[src/rtl/sdio_pkg.sv]
// Shared types and constants for the SDIO command-to-UART sniffer path.
// Define SDIO_UART_CKSUM_EN to append an XOR checksum byte to every frame.
package sdio_pkg;

  localparam int REC_W           = 38;
  localparam int FRAME_LEN_PLAIN = 6;
  localparam int FRAME_LEN_CKSUM = 7;

`ifdef SDIO_UART_CKSUM_EN
  localparam int FRAME_LEN = FRAME_LEN_CKSUM;
`else
  localparam int FRAME_LEN = FRAME_LEN_PLAIN;
`endif

  typedef enum logic [1:0] {FRM_IDLE, FRM_LOAD, FRM_SEND, FRM_NEXT} frm_state_t;
  typedef enum logic [1:0] {UTX_IDLE, UTX_START, UTX_DATA, UTX_STOP} utx_state_t;

  // Byte idx of the frame built from a {cmd[5:0], arg[31:0]} record.
  function automatic logic [7:0] frame_byte(input logic [REC_W-1:0] rec,
                                            input logic [2:0] idx,
                                            input logic [7:0] sync);
    logic [7:0] b;
    b = sync;
    case (idx)
      3'd1: b = {2'b00, rec[37:32]};
      3'd2: b = rec[31:24];
      3'd3: b = rec[23:16];
      3'd4: b = rec[15:8];
      3'd5: b = rec[7:0];
`ifdef SDIO_UART_CKSUM_EN
      3'd6: b = {2'b00, rec[37:32]} ^ rec[31:24] ^ rec[23:16] ^ rec[15:8] ^ rec[7:0];
`endif
      default: b = sync;
    endcase
    return b;
  endfunction

endpackage

[src/rtl/sdio_uart_framer_if.sv]
// Completed-record handoff from the SDIO command sampler to the UART framer.
interface sdio_uart_framer_if;
  logic [7:0]  cmd_i;
  logic [32:0] arg_i;
  logic        finsh_i;

  modport master (output cmd_i, output arg_i, output finsh_i);
  modport slave  (input cmd_i, input arg_i, input finsh_i);
endinterface

[src/rtl/uart_tx_core.sv]
// 8N1 LSB-first UART transmitter; each bit lasts BAUD_DIV clocks, done pulses after STOP.
module uart_tx_core
  import sdio_pkg::*;
#(
  parameter int BAUD_DIV = 434
) (
  input  logic       sd_clk,
  input  logic       rst,
  input  logic [7:0] data,
  input  logic       start,
  output logic       tx,
  output logic       done,
  output logic       busy
);

  localparam int CW = (BAUD_DIV > 1) ? $clog2(BAUD_DIV) : 1;

  utx_state_t    state;
  logic [CW-1:0] cnt;
  logic [2:0]    bitn;
  logic [7:0]    shreg;
  logic          cnt_last;

  assign cnt_last = (cnt == CW'(BAUD_DIV - 1));
  assign busy     = (state != UTX_IDLE);

  always_ff @(posedge sd_clk) begin
    if (state == UTX_IDLE && start) shreg <= data;
  end

  always_ff @(posedge sd_clk or posedge rst) begin
    if (rst) begin
      state <= UTX_IDLE;
      cnt   <= '0;
      bitn  <= '0;
      tx    <= 1'b1;
      done  <= 1'b0;
    end else begin
      done <= 1'b0;
      case (state)
        UTX_IDLE: begin
          if (start) begin
            state <= UTX_START;
            cnt   <= '0;
            tx    <= 1'b0;
          end
        end
        UTX_START: begin
          if (cnt_last) begin
            cnt   <= '0;
            bitn  <= '0;
            tx    <= shreg[0];
            state <= UTX_DATA;
          end else cnt <= cnt + CW'(1);
        end
        UTX_DATA: begin
          if (cnt_last) begin
            cnt <= '0;
            if (bitn == 3'd7) begin
              tx    <= 1'b1;
              state <= UTX_STOP;
            end else begin
              bitn <= bitn + 3'd1;
              tx   <= shreg[bitn + 3'd1];
            end
          end else cnt <= cnt + CW'(1);
        end
        UTX_STOP: begin
          if (cnt_last) begin
            cnt   <= '0;
            done  <= 1'b1;
            state <= UTX_IDLE;
          end else cnt <= cnt + CW'(1);
        end
        default: state <= UTX_IDLE;
      endcase
    end
  end

endmodule

[src/rtl/sdio_uart_framer.sv]
// Queues SDIO command records and serialises each as a byte frame on an 8N1 UART line.
// Build option: SDIO_UART_CKSUM_EN adds a trailing XOR checksum byte (7-byte frames).
module sdio_uart_framer
  import sdio_pkg::*;
#(
  parameter int         FIFO_DEPTH = 8,
  parameter int         BAUD_DIV   = 434,
  parameter logic [7:0] SYNC_BYTE  = 8'hA5
) (
  input  logic                          sd_clk,
  input  logic                          rst,
  sdio_uart_framer_if.slave             rec,
  output logic                          uart_tx,
  output logic                          busy,
  output logic [$clog2(FIFO_DEPTH):0]   fifo_level,
  output logic [7:0]                    drop_cnt
);

  localparam int         AW          = $clog2(FIFO_DEPTH);
  localparam int         LVL_W       = AW + 1;
  localparam logic [2:0] FRAME_LEN_B = 3'(FRAME_LEN);

  logic             finsh_p0;
  logic             push, push_ok, pop, full, empty;
  logic [AW-1:0]    wptr, rptr;
  logic [REC_W-1:0] mem [FIFO_DEPTH];
  logic [REC_W-1:0] hold_rec;
  frm_state_t       fstate;
  logic [2:0]       byte_idx;
  logic             tx_start;
  logic [7:0]       tx_data;
  logic             tx_done, core_busy;
  logic             unused_bits;

  assign unused_bits = ^{rec.cmd_i[7:6], rec.arg_i[32]};

  assign push    = rec.finsh_i & ~finsh_p0;
  assign empty   = (fifo_level == '0);
  assign full    = (fifo_level == LVL_W'(FIFO_DEPTH));
  assign pop     = (fstate == FRM_IDLE) & ~empty;
  // A push into a full FIFO still lands when a pop frees the slot this cycle.
  assign push_ok = push & (~full | pop);
  assign busy    = (fstate != FRM_IDLE) | core_busy | ~empty;

  always_ff @(posedge sd_clk or posedge rst) begin
    if (rst) begin
      finsh_p0   <= 1'b0;
      wptr       <= '0;
      rptr       <= '0;
      fifo_level <= '0;
      drop_cnt   <= '0;
    end else begin
      finsh_p0 <= rec.finsh_i;
      if (push_ok) wptr <= wptr + AW'(1);
      if (pop)     rptr <= rptr + AW'(1);
      case ({push_ok, pop})
        2'b10:   fifo_level <= fifo_level + LVL_W'(1);
        2'b01:   fifo_level <= fifo_level - LVL_W'(1);
        default: fifo_level <= fifo_level;
      endcase
      if (push && !push_ok && drop_cnt != 8'hFF) drop_cnt <= drop_cnt + 8'd1;
    end
  end

  always_ff @(posedge sd_clk) begin
    if (push_ok) mem[wptr] <= {rec.cmd_i[5:0], rec.arg_i[31:0]};
    if (pop)     hold_rec  <= mem[rptr];
  end

  // Next byte is staged while SEND sees done, so the core restarts from NEXT.
  always_ff @(posedge sd_clk) begin
    if (pop) tx_data <= SYNC_BYTE;
    else if (fstate == FRM_SEND && tx_done)
      tx_data <= frame_byte(hold_rec, byte_idx + 3'd1, SYNC_BYTE);
  end

  always_ff @(posedge sd_clk or posedge rst) begin
    if (rst) begin
      fstate   <= FRM_IDLE;
      byte_idx <= '0;
      tx_start <= 1'b0;
    end else begin
      tx_start <= 1'b0;
      case (fstate)
        FRM_IDLE: begin
          if (!empty) begin
            fstate   <= FRM_LOAD;
            tx_start <= 1'b1;
          end
        end
        FRM_LOAD: begin
          byte_idx <= '0;
          fstate   <= FRM_SEND;
        end
        FRM_SEND: begin
          if (tx_done) begin
            fstate   <= FRM_NEXT;
            tx_start <= (byte_idx + 3'd1 != FRAME_LEN_B);
          end
        end
        FRM_NEXT: begin
          byte_idx <= byte_idx + 3'd1;
          fstate   <= (byte_idx + 3'd1 == FRAME_LEN_B) ? FRM_IDLE : FRM_SEND;
        end
        default: fstate <= FRM_IDLE;
      endcase
    end
  end

  uart_tx_core #(.BAUD_DIV(BAUD_DIV)) u_tx (
    .sd_clk (sd_clk),
    .rst    (rst),
    .data   (tx_data),
    .start  (tx_start),
    .tx     (uart_tx),
    .done   (tx_done),
    .busy   (core_busy)
  );

endmodule

[src/flat_wrapper.sv]
// flat-port wrapper written by rule: the top's interface ports become plain ports
module sdio_uart_framer_flat import sdio_pkg::*;
#(
  parameter int         FIFO_DEPTH = 8,
  parameter int         BAUD_DIV   = 434,
  parameter logic [7:0] SYNC_BYTE  = 8'hA5
)
  (sd_clk, rst, uart_tx, busy, fifo_level, drop_cnt, rec_cmd_i, rec_arg_i, rec_finsh_i);
  sdio_uart_framer_if rec_i ();
  input  logic sd_clk;
  input  logic rst;
  output logic uart_tx;
  output logic busy;
  output logic [$clog2(FIFO_DEPTH):0] fifo_level;
  output logic [7:0] drop_cnt;
  input wire logic [$bits(rec_i.cmd_i)-1:0] rec_cmd_i;
  input wire logic [$bits(rec_i.arg_i)-1:0] rec_arg_i;
  input wire logic [$bits(rec_i.finsh_i)-1:0] rec_finsh_i;
  assign rec_i.cmd_i = rec_cmd_i;
  assign rec_i.arg_i = rec_arg_i;
  assign rec_i.finsh_i = rec_finsh_i;
  sdio_uart_framer #(.FIFO_DEPTH(FIFO_DEPTH), .BAUD_DIV(BAUD_DIV), .SYNC_BYTE(SYNC_BYTE)) u_core (.sd_clk(sd_clk), .rst(rst), .rec(rec_i), .uart_tx(uart_tx), .busy(busy), .fifo_level(fifo_level), .drop_cnt(drop_cnt));
endmodule
[config.mk]
export PLATFORM = sky130hd
export DESIGN_NAME = sdio_uart_framer_flat
export DESIGN_NICKNAME = d
export VERILOG_FILES = /design/src/rtl/sdio_pkg.sv /design/src/rtl/sdio_uart_framer_if.sv /design/src/rtl/uart_tx_core.sv /design/src/rtl/sdio_uart_framer.sv /design/src/flat_wrapper.sv
export SDC_FILE = /design/constraint.sdc
export NUM_CORES = 1
export LEC_CHECK = 0
export ABC_AREA = 1
export CORE_MARGIN = 2
export CORE_UTILIZATION = 45
export CTS_BUF_LIST = sky130_fd_sc_hd__clkbuf_16
export DETAILED_ROUTE_END_ITERATION = 10
export PLACE_DENSITY_LB_ADDON = 0.15
export SLEW_MARGIN = 10
export SYNTH_ARGS = -nofsm -noshare
export SYNTH_HDL_FRONTEND = slang
export SYNTH_SLANG_ARGS = --single-unit
[constraint.sdc]
create_clock -name sd_clk -period 9.6 [get_ports sd_clk]
set_input_delay 1.44 -clock sd_clk [delete_from_list [all_inputs] [get_ports sd_clk]]
set_output_delay 1.44 -clock sd_clk [all_outputs]
set_load 0.02 [all_outputs]
## Word-level counts from Yosys, hierarchy flattened

Memory sizes are Yosys's and may differ from the RTL's. A register that Yosys moved wholly into a read port is not among the register bits.
Index checks and enable logic that the tools add are counted.

- Register bits after elaboration: 57
- Logic and storage cells: 114
- Output and inout bits: 14
- Input port bits: 44
- Memories kept: 1
- RAM bits: 304

- Magnitude comparators: 1
- Reductions and logical operators: 19
- Add/subtract/negate cells: 8
- Bitwise operators: 9
- Mux-type cells: 34
- Equality and inequality tests: 27

Memory list:

| memory | depth | width | rd ports | clocked after memory_dff | wr ports | line | text |
|---|---|---|---|---|---|---|---|
| u_core.mem | 8 | 38 | 1 | 1 | 1 | sdio_uart_framer.sv:26 | `logic [REC_W-1:0] mem [FIFO_DEPTH];` |

Operators by type and width:

| cell | number |
|---|---|
| case mux 8 bit (5 select lines) | 1 |
| two-way mux 9 bit | 2 |
| case mux 9 bit (2 select lines) | 1 |
| two-way mux 2 bit | 8 |
| case mux 2 bit (4 select lines) | 2 |
| != test 2 bit, second input constant | 7 |
| adder 3 x 1 -> 3 bit, second input constant | 4 |
| == test 3 bit, second input constant | 4 |
| case mux 3 bit (2 select lines) | 2 |
| two-way mux 1 bit | 11 |
| == test 2 bit, second input constant | 5 |
| nonzero test 2 bit | 5 |
| adder 9 x 1 -> 9 bit, second input constant | 1 |
| == test 9 bit, second input constant | 1 |
| two-way mux 3 bit | 3 |
| adder 8 x 1 -> 8 bit, second input constant | 1 |
| != test 8 bit, second input constant | 1 |
| case mux 4 bit (2 select lines) | 1 |
| AND reduction 4 bit | 2 |
| == test 2 x 1 -> 1 bit, second input constant | 3 |
| == test 3 x 2 -> 1 bit, second input constant | 2 |
| AND reduction 5 bit | 1 |
| adder 4 x 1 -> 4 bit, second input constant | 1 |
| == test 4 bit, second input constant | 1 |
| other kinds (18) | 28 |

## Logic depth before layout (Yosys ltp)

Gate-level depths: netlist of run 1.

- Depth in word-level cells: 8
- Depth in mapped cells: 16

## Modules after synthesis

A second synthesis of run 1 with hierarchy kept.

- Cells, all modules: 1313
- Area, all modules: 16330.7 um2

By module, submodules not included:

| module | area an instance (um2) | sequential area each (um2) | cells each | times used |
|---|---|---|---|---|
| sdio_uart_framer | 15040.7 | 11055.6 | 1169 | 1 |
| uart_tx_core | 1290.0 | 641.9 | 144 | 1 |

## Worst setup path before layout of run 1

OpenSTA, ideal clock, no wires.

- Kind: input to register
- Start point: input rec_finsh_i
- End point: memory u_core.mem[0][0], enable pin
- Data required time: 9.167 ns
- Setup time: 0.433 ns
- Buffers on the path: 0
- Arrival: 3.593 ns
- Path slack: 5.574 ns
- Stages: 5
- Path through: inv_1 > nor2_1 > nand2_2 > or2_1 > nor2_1

- Cells in the longest elaborated chain, start to end: 4

RTL lines:

| item | line | text |
|---|---|---|
| start: declaration | flat_wrapper.sv:18 | `input wire logic [$bits(rec_i.finsh_i)-1:0] rec_finsh_i;` |
| bitwise AND 1 bit | sdio_uart_framer.sv:37 | `assign push = rec.finsh_i & ~finsh_p0;` |
| bitwise AND 1 bit | sdio_uart_framer.sv:42 | `assign push_ok = push & (~full \| pop);` |
| two-way mux 1 bit | sdio_uart_framer.sv:66 | `if (push_ok) mem[wptr] <= {rec.cmd_i[5:0], rec.arg_i[31:0]};` |
| two-way mux 1 bit (implied by the code) | sdio_uart_framer.sv:66 |  |
| end: declaration | sdio_uart_framer.sv:26 |  |

No other way between the ends.

## Worst setup path in the final report of run 1

- Start point: input rec_finsh_i
- End point: memory u_core.mem[6][2], enable pin

Same word-level chain as after synthesis.

==> results of run 1 <==
[metal layers]
layer | share of wire | vias to the layer above | track usage
li1 | - | 4723 | -
met1 | 0.46 | 4684 | 0.244
met3 | 0.051 | 48 | 0.0317
met2 | 0.47 | 194 | 0.298
met5 | 0 | - | 0
met4 | 0.019 | 0 | 0.0472
[worst max-delay path: cells and delay by family]
kind | cells | cell delay [ns]
buf+inv | 3 | 1.06
simple gates | 4 | 1.27
[power by group]
group	switching, uW	leakage (uW)	internal [uW]
Combinational	194	0.00211	98.6
Sequential	41.9	0.00371	2010
Clock	643	0.000705	895
[how the worst min path moves through the flow]
stage                                              start  cells past startpoint                        endpoint
after CTS                 u_core.tx_data[5]$_SDFFE_PP1P_                      0  u_core.u_tx.shreg[5]$_DFFE_PP_
after detailed placement  u_core.tx_data[5]$_SDFFE_PP1P_                      0  u_core.u_tx.shreg[5]$_DFFE_PP_
after global routing      u_core.tx_data[6]$_SDFFE_PP0P_                      0  u_core.u_tx.shreg[6]$_DFFE_PP_
after global placement    u_core.tx_data[7]$_SDFFE_PP1P_                      0  u_core.u_tx.shreg[7]$_DFFE_PP_
final                     u_core.tx_data[4]$_SDFFE_PP0P_                      0  u_core.u_tx.shreg[4]$_DFFE_PP_
after floorplan           u_core.tx_data[1]$_SDFFE_PP0P_                      0  u_core.u_tx.shreg[1]$_DFFE_PP_
[synth_stat cells (11+ instances only)]
master    number  area (um2)
nand3_1       22         110
o32ai_1       76         666
dfrtp_1       40        1000
nand2_1      273        1020
nor2_1       258         968
o21ai_1       19        95.1
buf_2         24         120
inv_1         47         176
ha_1          18         225
o21ai_0       78         390
edfxtp_1     350       10500
clkbuf_1      20        75.1
xor2_1        11        96.3
[state kept, by name, summed over array words and instances, names as in the netlist, 2 cells and up]
name	cells
u_core.byte_idx	3
u_core.hold_rec	38
u_core.u_tx.cnt	9
u_core.wptr	3
u_core.mem	304
u_core.rptr	3
u_core.fifo_level	4
u_core.u_tx.shreg	8
u_core.drop_cnt	8
u_core.u_tx.bitn	3
u_core.fstate	2
u_core.tx_data	8
u_core.u_tx.state	2
[logic make-up after synthesis]
kind of cell	Yosys count	share of synthesized area
buffers and inverters	115	0.0339
AOI/OAI and AO/OA	184	0.0753
adders and majority gates	19	0.0152
and+or+nand+nor	576	0.140
xor gates and xnor gates	17	0.00970
DFF	399	0.726
[cell type report]
| class | instances | area [um2] |
|---|---|---|
| clock buffers | 48 | 1200 |
| flip-flops and latches | 399 | 11700 |
| diodes | 1 | 2.50 |
| inverters | 56 | 213 |
| fillers | 3048 | 17000 |
| multi-input cells | 796 | 3930 |
| well taps | 461 | 577 |
| repair buffers | 68 | 646 |
| clock inverters | 29 | 145 |
[stage by stage]
step                      power (uW)  cells  worst slack, ns  utilization
after detailed placement        2390   1780             5.40        0.482
after global routing            4030   1857             5.80        0.520
after CTS                       3920   1857             5.95        0.520
after global placement          2380   1780             5.43        0.482
after floorplan                 2240   1310             5.57            -
final                           3880   1858             5.99        0.520
==> reports/metrics.yaml, run 1 <==
clock_network:
  h-tree-depth: 2
  cts_buffer_depth: 3
  clkSlewWorstSetupHoldPaths_ns: 0.06
  clk_latency_ns: 0.54
  post-cts-setup-buffer-count: 0
  hold_buffers: 0
  cts_tree: "done"
  cts_resized: 0
  numClockSinks: 399
  cts_buffers: 42
  root_buffer: "clkbuf_16"
synthesis:
  synth_top_flop_cell: "edfxtp_1"
  ys_seq_area_frac: 0.726
  ys_ff_latch: 399
  syn_inst: 1310
  synth_edf_count: 350
  synth_cell_types: 37
  yosysWarnings: 0
  syn_avg_cell_area_um2: 12.3
  async_flop_share: 0.103
  syn_nets: 1373
  synth.cell_area_mm2: 0.0161
worst_setup_path:
  cp_cell_sequence: "clkdlybuf4s50_1 > inv_1 > nor2_1 > nand2_2 > or2_1 > nor2_4 > buf_4"
  timing.rr.end: "u_core.hold_rec[10]$_DFFE_PP_"
  crit_fanout: 24
  crit_end: "u_core.mem[6][2]$_DFFE_PP_"
  cp_slowest_cell: "nor2_4"
  r2r_start: "u_core.rptr[0]$_DFFE_PP0P_"
  worstSetupEndpointType: "flop"
  crit_required_ns: 9.78
  arrival_ns: 3.79
  critPathLaunch: "rec_finsh_i"
  worst_setup_path_start_kind: "input pin"
  reg2reg_slack_ns: 6.52
  critPathKind: "input pin to flop"
  worst-r2r-cell-count: 6
  cp_slowest_stage_delay_ns: 0.63
placed_design:
  gp_congestion: 0.797
  post_dp_cell_area_mm2: 0.0171
  io_buffers: 54
  hpwl_mm: 18.0
cells_and_area:
  drive_above_1_share: 0.0759
  area_delta_synth_final_pct: 14.3
  final_common_cell: "edfxtp_1"
  final_nets: 1426
  mostFrequentLayoutCells: "350 x edfxtp_1, 273 x nand2_1, 250 x nor2_1"
  design_area_mm2: 0.0184
timing:
  rsz0062_at_grt: "no"
  period_share: 0.376
  fin_crit_ns: 3.61
  tns_ns: 0
  finalHoldViolCount: 0
  worst_pin_slew_ns: 1.07
  clock_skew_ns: 0.0166
  setup_viol: 0
  whs_ns: 0.439
  slew_viol_final: 0
  fmax_mhz: 277
  relSlewSlack: 0.289
die:
  core_area_mm2: 0.0354
  initial_utilization: 0.455
  fp.dieArea_mm2: 0.0373
  placementRows: 69
  fp.dieH_um: 193
  fp.dieW_um: 193
  io_pins: 58
route:
  antenna_left: 0
  remaining_drc_errors: 0
  vias: 9649
  drt_wl_total_mm: 33.6
  drt_pre_antenna_iters: 5
  drtIter0Drc: 570
  viasPerCell: 5.19
  wl_per_cell_um: 18.1
pwr:
  irDropWorstVdd_uv: 122
  p_per_area_mw_per_mm2: 211
  p_leak_uw: 0.00652
global_routing:
  antenna_found_initial: 1
  grt_pass1_vias: 9216
  grt_pass1_wl_mm: 52.1
  grt_max_degree: 101
  overflow: 0
  grt.total_usage: 0.179
status:
  outcome: "complete, no violations"
hold_path:
  min_path_type: "flop to flop"
flow_run:
  cap_violations: 0
No activity file was read; power rests on OpenSTA's default activity.
==> inputs of run 2 (changes only) <==
- clock period: 9.6 -> 3 ns (I/O delays scaled with it)
==> run 2 against run 1 <==
Via count is 1.7% higher. Global-route usage is 0.12 points higher. Highest routed layer is now met5. Clock skew is 0.0020 ns higher. Cell area is 1.2% higher. Register-to-register slack worse by 5.6 ns. Largest cell class unchanged. Non-clock buffer count is 16 higher. Total power grew to 3.2 times the previous value.
==> reports/metrics.yaml, run 2 (synthesis gave the netlist of run 1 again) <==
placed_design:
  io_buffers: 54  # unchanged
  hpwl_mm: 19.3  # +6.8%
  gp_congestion: 0.781  # -2.0%
route:
  antenna_left: 0  # unchanged
  top_layer: "met5"
  drt_pre_antenna_iters: 6  # +1
  viasPerCell: 5.26  # +1.3%
  drt_wl_total_mm: 33.6  # about the same
  remaining_drc_errors: 0  # unchanged
  vias: 9816  # +1.7%
  wl_met3_mm: 1.49  # -12%
  wl_met2_mm: 16.2  # +1.5%
  wl_per_cell_um: 18.0  # -0.37%
  drtIter0Drc: 702  # +23%
  met1_length_mm: 15.2  # -0.85%
clock_network:
  cts_buffers: 41  # -2.4%
  clkSlewWorstSetupHoldPaths_ns: 0.06  # about the same
  h-tree-depth: 2  # unchanged
  cts_buffer_depth: 3  # unchanged
  hold_buffers: 0  # unchanged
  cts_resized: 0  # unchanged
  post-cts-setup-buffer-count: 0  # unchanged
  root_buffer: "clkbuf_16"
  numClockSinks: 399  # unchanged
  cts_tree: "done"
  clk_latency_ns: 0.54  # about the same
worst_setup_path:
  crit_family: "buffers and inverters"
  r2r_start: "u_core.fifo_level[0]$_DFFE_PP0P_"
  crit_buf_inv: 2  # -1
  critPathKind: "flop to primary output"
  cp_cell_sequence: "inv_1 > ha_1 > nand2_1 > clkdlybuf4s50_1"
  reg2reg_slack_ns: 0.88  # -5.64 ns
  cp_slowest_stage_delay_ns: 0.61  # -0.02 ns
  crit_required_ns: 2.55  # -7.23 ns
  arrival_ns: 1.99  # -1.80 ns
  cp_slowest_cell: "clkdlybuf4s50_1"
  worstSetupEndpointType: "primary output"
  worst_setup_path_start_kind: "flop"
  crit_fanout: 4  # -83%
  critPathLaunch: "u_core.u_tx.state[1]$_DFFE_PP0P_"
die:
  core_area_mm2: 0.0354  # unchanged
  fp.dieW_um: 193  # unchanged
  placementRows: 69  # unchanged
  fp.dieArea_mm2: 0.0373  # unchanged
  fp.dieH_um: 193  # unchanged
  initial_utilization: 0.455  # unchanged
  io_pins: 58  # unchanged
timing:
  rsz0062_at_grt: "no"
  relSlewSlack: 0.434  # +0.146
  period_share: 0.814
  fmax_mhz: 409
  whs_ns: 0.297  # -0.141 ns
  clock_skew_ns: 0.0186  # +0.00202 ns
  setup_viol: 0  # unchanged
  slew_viol_final: 0  # unchanged
  fin_crit_ns: 2.44
  worst_pin_slew_ns: 0.843  # -0.224 ns
  finalHoldViolCount: 0  # unchanged
  tns_ns: 0  # unchanged
pwr:
  p_seq_frac: 0.528  # about the same
  irDropWorstVdd_uv: 495  # +310%
  pwr-share-comb: 0.081  # +0.006
  internal-power_uw: 9630  # +220%
  clkPwrFrac: 0.392  # -0.004
  p_per_area_mw_per_mm2: 667  # +220%
  p_switching_uw: 2800  # +220%
  sw_frac_of_total: 0.226  # -0.000978
  p_leak_uw: 0.00659  # +1.1%
cells_and_area:
  final_common_cell: "edfxtp_1"
  final_nets: 1441  # +1.1%
  area_delta_synth_final_pct: 15.6
  regMostFlops: "u_core.mem"
  drive_above_1_share: 0.0868  # +0.0109
  diodes: 0  # -1
  reg_top3: "u_core.mem (304), u_core.hold_rec (38), u_core.u_tx.cnt (9)"
  mostFrequentLayoutCells: "350 x edfxtp_1, 273 x nand2_1, 250 x nor2_1"
  largest_register_ffs: 304  # unchanged
hold_path:
  min_path_type: "input pin to async pin"
status:
  outcome: "complete, no violations"
global_routing:
  grt_pass1_vias: 9366  # +1.6%
  grt.total_usage: 0.180  # +0.00121
  overflow: 0  # unchanged
  grt_pass1_wl_mm: 52.7  # +1.3%
  grt_max_degree: 113  # +12%
  antenna_found_initial: 1  # unchanged
flow_run:
  cap_violations: 0  # unchanged
[run 2: worst paths after layout]
kind                                               endpoint  depth (start not counted)
hold / removal               u_core.u_tx.cnt[2]$_DFFE_PP0P_                          2
setup reg to reg           u_core.fifo_level[3]$_DFFE_PP0P_                         15
max in group asynchronous        u_core.rptr[0]$_DFFE_PP0P_                          3
min in group sd_clk               u_core.finsh_p0$_DFF_PP0_                          1
setup / recovery                                       busy                          4
hold reg to reg              u_core.u_tx.shreg[4]$_DFFE_PP_                          0
[run 2: layout make-up]
class / instances / area, um2
repair buffers: 84 / 916
inverters: 56 / 213
well taps: 461 / 577
fillers: 3022 / 16800
flip-flops and latches: 399 / 11700
clock inverters: 27 / 215
multi-input cells: 796 / 3930
clock buffers: 43 / 1080
[run 2: power by group through the flow]
stage	Sequential [uW]	Clock (uW)	Combinational, uW
CTS	6560	4980	1030
finish	6560	4870	1000
global route	6590	5170	1100
detailed placement	6680	0	1020
global placement	6670	0	1000
floorplan	6720	0	453
[run 2: per-stage QoR]
| stage | power (uW) | worst slack, ns | instance area, um2 | utilization | cells |
|---|---|---|---|---|---|
| finish | 12400 | 0.558 | 18600 | 0.526 | 1866 |
| global route | 12900 | 0.407 | 18600 | 0.526 | 1866 |
| CTS | 12600 | 0.531 | 18600 | 0.526 | 1866 |
| detailed placement | 7700 | 0.440 | 17300 | 0.490 | 1796 |
| global placement | 7680 | 0.440 | 17300 | 0.490 | 1796 |
| floorplan | 7180 | -0.107 | 16100 | - | 1310 |
[run 2: worst register-to-register path: cells and delay by family, from the launching register on]
| kind | cells | cell delay [ns] |
|---|---|---|
| simple gates | 10 | 0.96 |
| buf+inv | 3 | 0.16 |
| flops | 1 | 0.44 |
| fa+ha+maj | 1 | 0.31 |
| compound gates | 1 | 0.14 |
[run 2: routing by layer]
layer / vias to the layer above / track usage
met5: - / 0
met4: 2 / 0.0500
met3: 59 / 0.0265
met2: 205 / 0.298
met1: 4797 / 0.250
li1: 4753 / -
